[config.mk]
export PLATFORM = sky130hd
export DESIGN_NAME = hazard_sb
export DESIGN_NICKNAME = d
export VERILOG_FILES = /design/src/rtl/hazard_sb.sv
export SDC_FILE = /design/constraint.sdc
export NUM_CORES = 1
export LEC_CHECK = 0
export ABC_AREA = 1
export CORE_ASPECT_RATIO = 0.7
export CORE_MARGIN = 2
export CORE_UTILIZATION = 40
export DETAILED_ROUTE_END_ITERATION = 10
export HOLD_SLACK_MARGIN = 0.02
export PLACE_DENSITY = 0.66
export SETUP_SLACK_MARGIN = 0.5
export SLEW_MARGIN = 25
export SYNTH_ARGS = -nofsm -noshare
export SYNTH_HDL_FRONTEND = slang
export SYNTH_SLANG_ARGS = --single-unit
[constraint.sdc]
create_clock -name clk -period 3.27 [get_ports clk]
set_input_delay 0.654 -clock clk [delete_from_list [all_inputs] [get_ports clk]]
set_output_delay 0.654 -clock clk [all_outputs]
set_load 0.02 [all_outputs]
[src/rtl/hazard_sb.sv]
`timescale 1ns/1ps
// Scoreboard hazard unit: per-register pending bits for long-latency writers, pipeline stall/flush and forwarding selects.
// Optional HAZARD_PERF_EN adds the stall_cyc cycle counter port.
module hazard_sb #(
  parameter int REG_AW   = 5,
  parameter int MAX_PEND = 4,
  parameter int CNT_W    = $clog2(MAX_PEND+1)
) (
  input  logic              clk,
  input  logic              resetn,
  input  logic              valid_d,
  input  logic [REG_AW-1:0] rs_d,
  input  logic [REG_AW-1:0] rt_d,
  input  logic              rs_en_d,
  input  logic              rt_en_d,
  input  logic [REG_AW-1:0] dst_d,
  input  logic              we_d,
  input  logic              long_d,
  input  logic              branch_d,
  input  logic [REG_AW-1:0] dst_e,
  input  logic              we_e,
  input  logic              memtoreg_e,
  input  logic [REG_AW-1:0] dst_m,
  input  logic              we_m,
  input  logic              memtoreg_m,
  input  logic [REG_AW-1:0] dst_w,
  input  logic              we_w,
  input  logic              done_v,
  input  logic [REG_AW-1:0] done_reg,
  input  logic              inst_stall,
  input  logic              data_stall,
  input  logic              ex_busy,
  input  logic              except_m,
  output logic              stall_f,
  output logic              stall_d,
  output logic              stall_e,
  output logic              stall_m,
  output logic              stall_w,
  output logic              flush_d,
  output logic              flush_e,
  output logic              flush_m,
  output logic              fwd_a_d,
  output logic              fwd_b_d,
  output logic [1:0]        fwd_a_e,
  output logic [1:0]        fwd_b_e,
  output logic              longest_stall,
  output logic [CNT_W-1:0]  pend_cnt,
  output logic              sb_err
`ifdef HAZARD_PERF_EN
  ,output logic [31:0]      stall_cyc
`endif
);
  localparam int NREG = 1 << REG_AW;

  logic [NREG-1:0]   pend, pendNxt;
  logic [REG_AW-1:0] rsE, rtE;
  logic              sbHit, loadUse, brHaz, capFull, depStall, otherStall;
  logic              issue, doneOk;

  // Enabled, nonzero source matching a given destination under a qualifier.
  function automatic logic srcHit(input logic en, input logic [REG_AW-1:0] src,
                                  input logic [REG_AW-1:0] dst, input logic qual);
    return en & qual & (src != '0) & (src == dst);
  endfunction

  function automatic logic [1:0] fwdSel(input logic [REG_AW-1:0] src);
    if (src != '0 && we_m && src == dst_m)      return 2'b10;
    else if (src != '0 && we_w && src == dst_w) return 2'b01;
    else                                        return 2'b00;
  endfunction

  assign longest_stall = inst_stall | data_stall | ex_busy;
  assign sbHit   = (rs_en_d & (rs_d != '0) & pend[rs_d]) | (rt_en_d & (rt_d != '0) & pend[rt_d]);
  assign loadUse = srcHit(rs_en_d, rs_d, dst_e, memtoreg_e & we_e) | srcHit(rt_en_d, rt_d, dst_e, memtoreg_e & we_e);
  assign brHaz   = branch_d & (srcHit(rs_en_d, rs_d, dst_e, we_e) | srcHit(rs_en_d, rs_d, dst_m, memtoreg_m) |
                               srcHit(rt_en_d, rt_d, dst_e, we_e) | srcHit(rt_en_d, rt_d, dst_m, memtoreg_m));
  assign capFull = long_d & we_d & (pend_cnt == CNT_W'(MAX_PEND));
  assign depStall   = sbHit | loadUse | brHaz | capFull;
  assign otherStall = valid_d & depStall & ~except_m;

  assign stall_d = longest_stall | otherStall;
  assign stall_f = stall_d;
  assign stall_e = longest_stall;
  assign stall_m = longest_stall;
  assign stall_w = longest_stall;
  assign flush_d = except_m;
  assign flush_e = (otherStall & ~longest_stall) | except_m;
  assign flush_m = except_m;

  assign fwd_a_d = (rs_d != '0) & (rs_d == dst_m) & we_m & ~memtoreg_m;
  assign fwd_b_d = (rt_d != '0) & (rt_d == dst_m) & we_m & ~memtoreg_m;
  assign fwd_a_e = fwdSel(rsE);
  assign fwd_b_e = fwdSel(rtE);

  assign issue  = valid_d & ~stall_d & ~flush_d & we_d & long_d & (dst_d != '0);
  assign doneOk = done_v & pend[done_reg];

  // Set is applied after clear so a same-cycle reissue keeps the bit; exception wipes everything.
  always_comb begin
    pendNxt = pend;
    if (doneOk) pendNxt[done_reg] = 1'b0;
    if (issue)  pendNxt[dst_d]    = 1'b1;
    if (except_m) pendNxt = '0;
  end

  always_ff @(posedge clk or negedge resetn) begin
    if (!resetn) begin
      pend     <= '0;
      pend_cnt <= '0;
      sb_err   <= 1'b0;
    end else begin
      pend     <= pendNxt;
      pend_cnt <= except_m ? '0 : pend_cnt + CNT_W'(issue) - CNT_W'(doneOk);
      sb_err   <= sb_err | (done_v & ~pend[done_reg]);
    end
  end

  // E-stage source registers, tracked here because only D sources arrive as ports.
  always_ff @(posedge clk or negedge resetn) begin
    if (!resetn) begin
      rsE <= '0;
      rtE <= '0;
    end else if (flush_e) begin
      rsE <= '0;
      rtE <= '0;
    end else if (!stall_e) begin
      rsE <= valid_d ? rs_d : '0;
      rtE <= valid_d ? rt_d : '0;
    end
  end

`ifdef HAZARD_PERF_EN
  always_ff @(posedge clk or negedge resetn) begin
    if (!resetn)                 stall_cyc <= '0;
    else if (stall_d & ~flush_d) stall_cyc <= stall_cyc + 32'd1;
  end
`endif
endmodule

# Yosys cells after proc, flatten, opt, wreduce, memory -nomap -nowiden
# Cells that the tools add are included.
# op_classes
n_lt_le_gt_ge	6
reduce_logical	15
mux	24
n_addsub	2
n_eq_ne	10
n_bitwise	63
# ops
operator	count
32-bit two-way mux	3
1-bit AND	42
5-bit == test	8
32-bit AND	1
32-bit NOT	1
32-bit bitwise OR	1
5-bit two-way mux	6
5-bit nonzero test	5
5-bit by 6-bit less-than comparator with 1-bit output, second input constant	4
1-bit binary-select mux with 5-bit select	3
1-bit bitwise OR	13
1-bit demux with 5-bit select	2
5-bit by 1-bit >= comparator with 1-bit output, second input constant	2
1-bit logical AND	10
1-bit two-way mux	7
1-bit NOT	5
2-bit two-way mux	2
3-bit by 1-bit adder with 3-bit output	1
3-bit == test, second input constant	1
3-bit two-way mux	1
3-bit by 1-bit subtractor with 3-bit output	1
2-bit != test, second input constant	1
# word_totals
register_bits	46
output_inout_bits	19
elab_cells	125
in_bits	53

# Longest topological paths before layout
# depth
depth_word	21
depth_mapped	22
depth_no_buf	22

# Worst setup path after synthesis
# Ideal clock, no wire load.
# synth_timing
path_kind	input to register
from	input rt_d[2]
to	register pend_cnt[2]
setup_ns	0.132
slack_ns	0.291
arrival_ns	2.848
cell_stages	22
n_path_buf	1
t_required_ns	3.138
path_cell_list	buf_2 > inv_1 > nand3_1 > nand2_1 > inv_2 > nand3_1 > nand2_1 > nand2_1 > nand2_1 > nor2_1 > nand3_2 > nand2_4 > inv_1 > nor2_1 > nand2_1 > ha_1 > inv_1 > ha_1 > inv_1 > fa_1 > xor2_1 > nor2_1
# synth_via
elab_chain_len	20
# synth_rtl
element	line_no	rtl
start, declared	13	input logic [REG_AW-1:0] rt_d,
parallel branches: the longest is 6 deep, another holds 1-bit binary-select mux with 5-bit select	-	
1-bit bitwise OR (*) (2 in series)	78	assign depStall = sbHit | loadUse | brHaz | capFull;
1-bit AND (*) (2 in series)	79	assign otherStall = valid_d & depStall & ~except_m;
1-bit bitwise OR (*)	81	assign stall_d = longest_stall | otherStall;
1-bit NOT (*)	95	assign issue = valid_d & ~stall_d & ~flush_d & we_d & long_d & (dst_d != '0);
1-bit AND (*) (5 in series)	95	
3-bit by 1-bit adder with 3-bit output (*)	113	pend_cnt <= except_m ? '0 : pend_cnt + CNT_W'(issue) - CNT_W'(doneOk);
3-bit by 1-bit subtractor with 3-bit output (*)	113	
3-bit two-way mux (*)	113	
end signal, assigned	113	
end, declared	47	output logic [CNT_W-1:0] pend_cnt,
# Every way passes the cells marked *. The select of a mux whose other input is x is not followed.
# A chain may end at the register's enable or synchronous reset.

# Worst setup path in the final report
# layout_timing
from	input done_reg[2]
to	register pend_cnt[1]
# layout_via
elab_chain_len	5
# layout_rtl
element	line_no	rtl
start, declared	29	input logic [REG_AW-1:0] done_reg,
1-bit binary-select mux with 5-bit select	96	assign doneOk = done_v & pend[done_reg];
1-bit two-way mux (not written as such)	96	
1-bit AND	96	
3-bit by 1-bit subtractor with 3-bit output	113	
3-bit two-way mux	113	
# No other way between the ends. The select of a mux whose other input is x is not followed.

==> reports/results.ini <==
[sta]
whs_ps = 354.5
period_needed_ps = 2810
slew_headroom_pct = 61.21
finClkSkew_ps = 4.689
finalCritPeriodShare_pct = 85.93
setup_viol = 0
setup_tns_ps = 0
drv_slew = 0
max_freq_mhz = 355.9
rsz0062_at_grt = true
finalHoldViolCount = 0
worst_pin_slew_ps = 581.8

[synth]
ys_seq_elements = 46
async_reset_ff_share_pct = 100.0
synthTopCellsByArea = dfrtp_1, nand2_1, nand3_1
synth-edff-count = 0
synth_flop_cell = dfrtp_1
synth_common_cells = nand2_1, nand3_1, nor2_1, inv_1, dfrtp_1
synth-warning-count = 0
synth_area_sq_um = 4317
yosysMostFrequentCell = nand2_1
netlist_instances = 686
synth-seq-area-share_pct = 26.67
synth_top_area_share_pct = 26.67
synth.avg_cell_area_sq_um = 6.292
synth_top_area_cell = dfrtp_1
yosysUniqueCellTypes = 37
synth_fp_nets = 742

[setup_path]
r2r-end = pend_cnt[1]
crit_type = input port to register
worst-path-max-fanout = 4
reg2regPathDepth = 18
r2r_setup_slack_ps = 700
critPathArrivalTime_ps = 2990
rr_startpoint = pend[9]
cp.required_ps = 3450
cp-start-kind = input port
end_kind = register

[cts]
cts_tree = built
htree_levels = 2
clkTransAtPathRegs_ps = 70
cts_root_buf = clkbuf_16
clockBufferDepth = 2
cts_buffers = 5
cts.sinks = 46
clkLatencyLatePin_ps = 290

[routing]
vias = 5067
first_pass_iters = 5
wl_met2_microns = 5820
viasPerCell = 5.496
wl_per_cell_microns = 15.44
met1_length_microns = 6892
wl_met3_microns = 1437
first_iter_violations = 423
drc_errors = 0
ant_nets = 0
drt-total-wl_microns = 14240
highest_layer = met4

[hold_path]
hold_path.class = input port to asynchronous set/reset pin

[grt]
grt_pass1_vias = 4504
grt_pass1_wl_microns = 23130
grt_antenna_before_repair = 0
grt_overflow_total = 0
grt_usage_pct = 24.70
grt_start_max_net_pins = 47

[die]
die_w_microns = 128.2
pin_count = 72
die_area_sq_um = 11650
start_util_pct = 41.37
fp.coreArea_sq_um = 10430
rows = 31
die_y_microns = 90.92

[pwr]
p_per_area_nw_per_um2 = 278.8
ir_drop_v = 0.0002044
p_leak_nw = 2.505

[status]
status = finished, final reports clean

[finish]
drive_gt1_share_pct = 19.49
area_growth_pct = 32.99
fin_nets = 845
fill_cells = 998
utilization_pct = 55.02
diodes = 0

[placed_design]
gp_congestion = 0.9426
dp_hpwl_microns = 11000
io_buffers = 71

[job]
cap_violations = 0

==> stage by stage <==
| step | std cells | total power, mW | setup slack [ps] | instance area [sq um] |
|---|---|---|---|---|
| after global placement | 906 | 0.9931 | -393.2 | 5409 |
| after CTS | 918 | 1.588 | 440.3 | 5637 |
| final | 922 | 1.600 | 459.9 | 5741 |
| after global routing | 922 | 1.662 | 314.0 | 5741 |
| after floorplan | 686 | 0.8093 | 364.8 | 4347 |
| after detailed placement | 906 | 0.9977 | -401.2 | 5409 |
==> layout make-up <==
cell class	count	area, sq um	area share, %
multi-input combinational	534	2813	49.00
timing repair buffer	137	1189	20.71
sequential	46	1151	20.05
inverter	65	254.0	4.425
tap	132	165.2	2.877
clock buffer	5	125.1	2.180
clock inverter	3	43.79	0.7629
==> how the worst max path moves through the flow <==
| stage | from | to | slack (ps) | depth (start not counted) |
|---|---|---|---|---|
| 3_3_place_gp | rs_d[0] | flush_e | -390 | 13 |
| 6_report | done_reg[2] | pend_cnt[1] | 460 | 15 |
| 4_1_cts | rt_d[0] | pend_cnt[1] | 440 | 21 |
| 2_1_floorplan | rt_d[0] | pend_cnt[1] | 360 | 21 |
| 5_1_grt | rt_d[0] | pend_cnt[1] | 310 | 22 |
| 3_5_place_dp | rs_d[0] | flush_e | -400 | 14 |
==> placed cells by master (no fill, tap or decap), types with 14 or more instances in the layout <==
master           count
dfrtp_1             46
xnor2_1             14
nand2_1            172
buf_4               62
a21oi_1             32
nand4_1             33
clkdlybuf4s50_1     34
nor2_1              79
inv_1               49
nand3_1            109
==> critical path, stage by stage <==
cell	delay [ps]
clkdlybuf4s50_1	440
buf_4	170
nor3_2	260
nand2_1	100
nand2_2	90
nor2_4	50
nand4_4	50
nand2_1	60
inv_1	120
ha_4	220
inv_4	50
ha_4	110
inv_2	30
fa_2	520
nor2_1	40
==> cell families after synthesis <==
group | count (synthesis) | share of synthesized area (%)
fa+ha+maj | 3 | 1.043
xor+xnor | 28 | 5.681
simple gates | 437 | 45.30
buf+inv | 106 | 11.91
compound gates | 66 | 9.391
flops | 46 | 26.67
==> layer usage <==
metal / GRT usage [%] / vias to the layer above
met5: 0 / -
met4: 4.670 / 0
met3: 5.154 / 9
met2: 34.67 / 247
met1: 38.66 / 2322
li1: - / 2489
==> report_power, final <==
part	switching (mW)	internal, mW	total (mW)	leakage (nW)
logic	0.243	0.178	0.421	1.79
clock network	0.232	0.362	0.594	0.0842
registers	0.00946	0.576	0.586	0.633
total	0.484	1.12	1.60	2.50
==> flip-flops by register name (all words and copies together), names as in the netlist <==
signal,cells
pend,32
rtE,5
sb_err,1
rsE,5
pend_cnt,3
==> timing repair <==
| action | in CTS | in global routing |
|---|---|---|
| setup buffers | 4 | 4 |
| hold buffers | 0 | 0 |
| pin swaps | 12 | 18 |
| resized for setup | 122 | 36 |
| endpoints found under the setup margin | 14 | 9 |
Note: power is estimated with default switching activity, not from simulation.
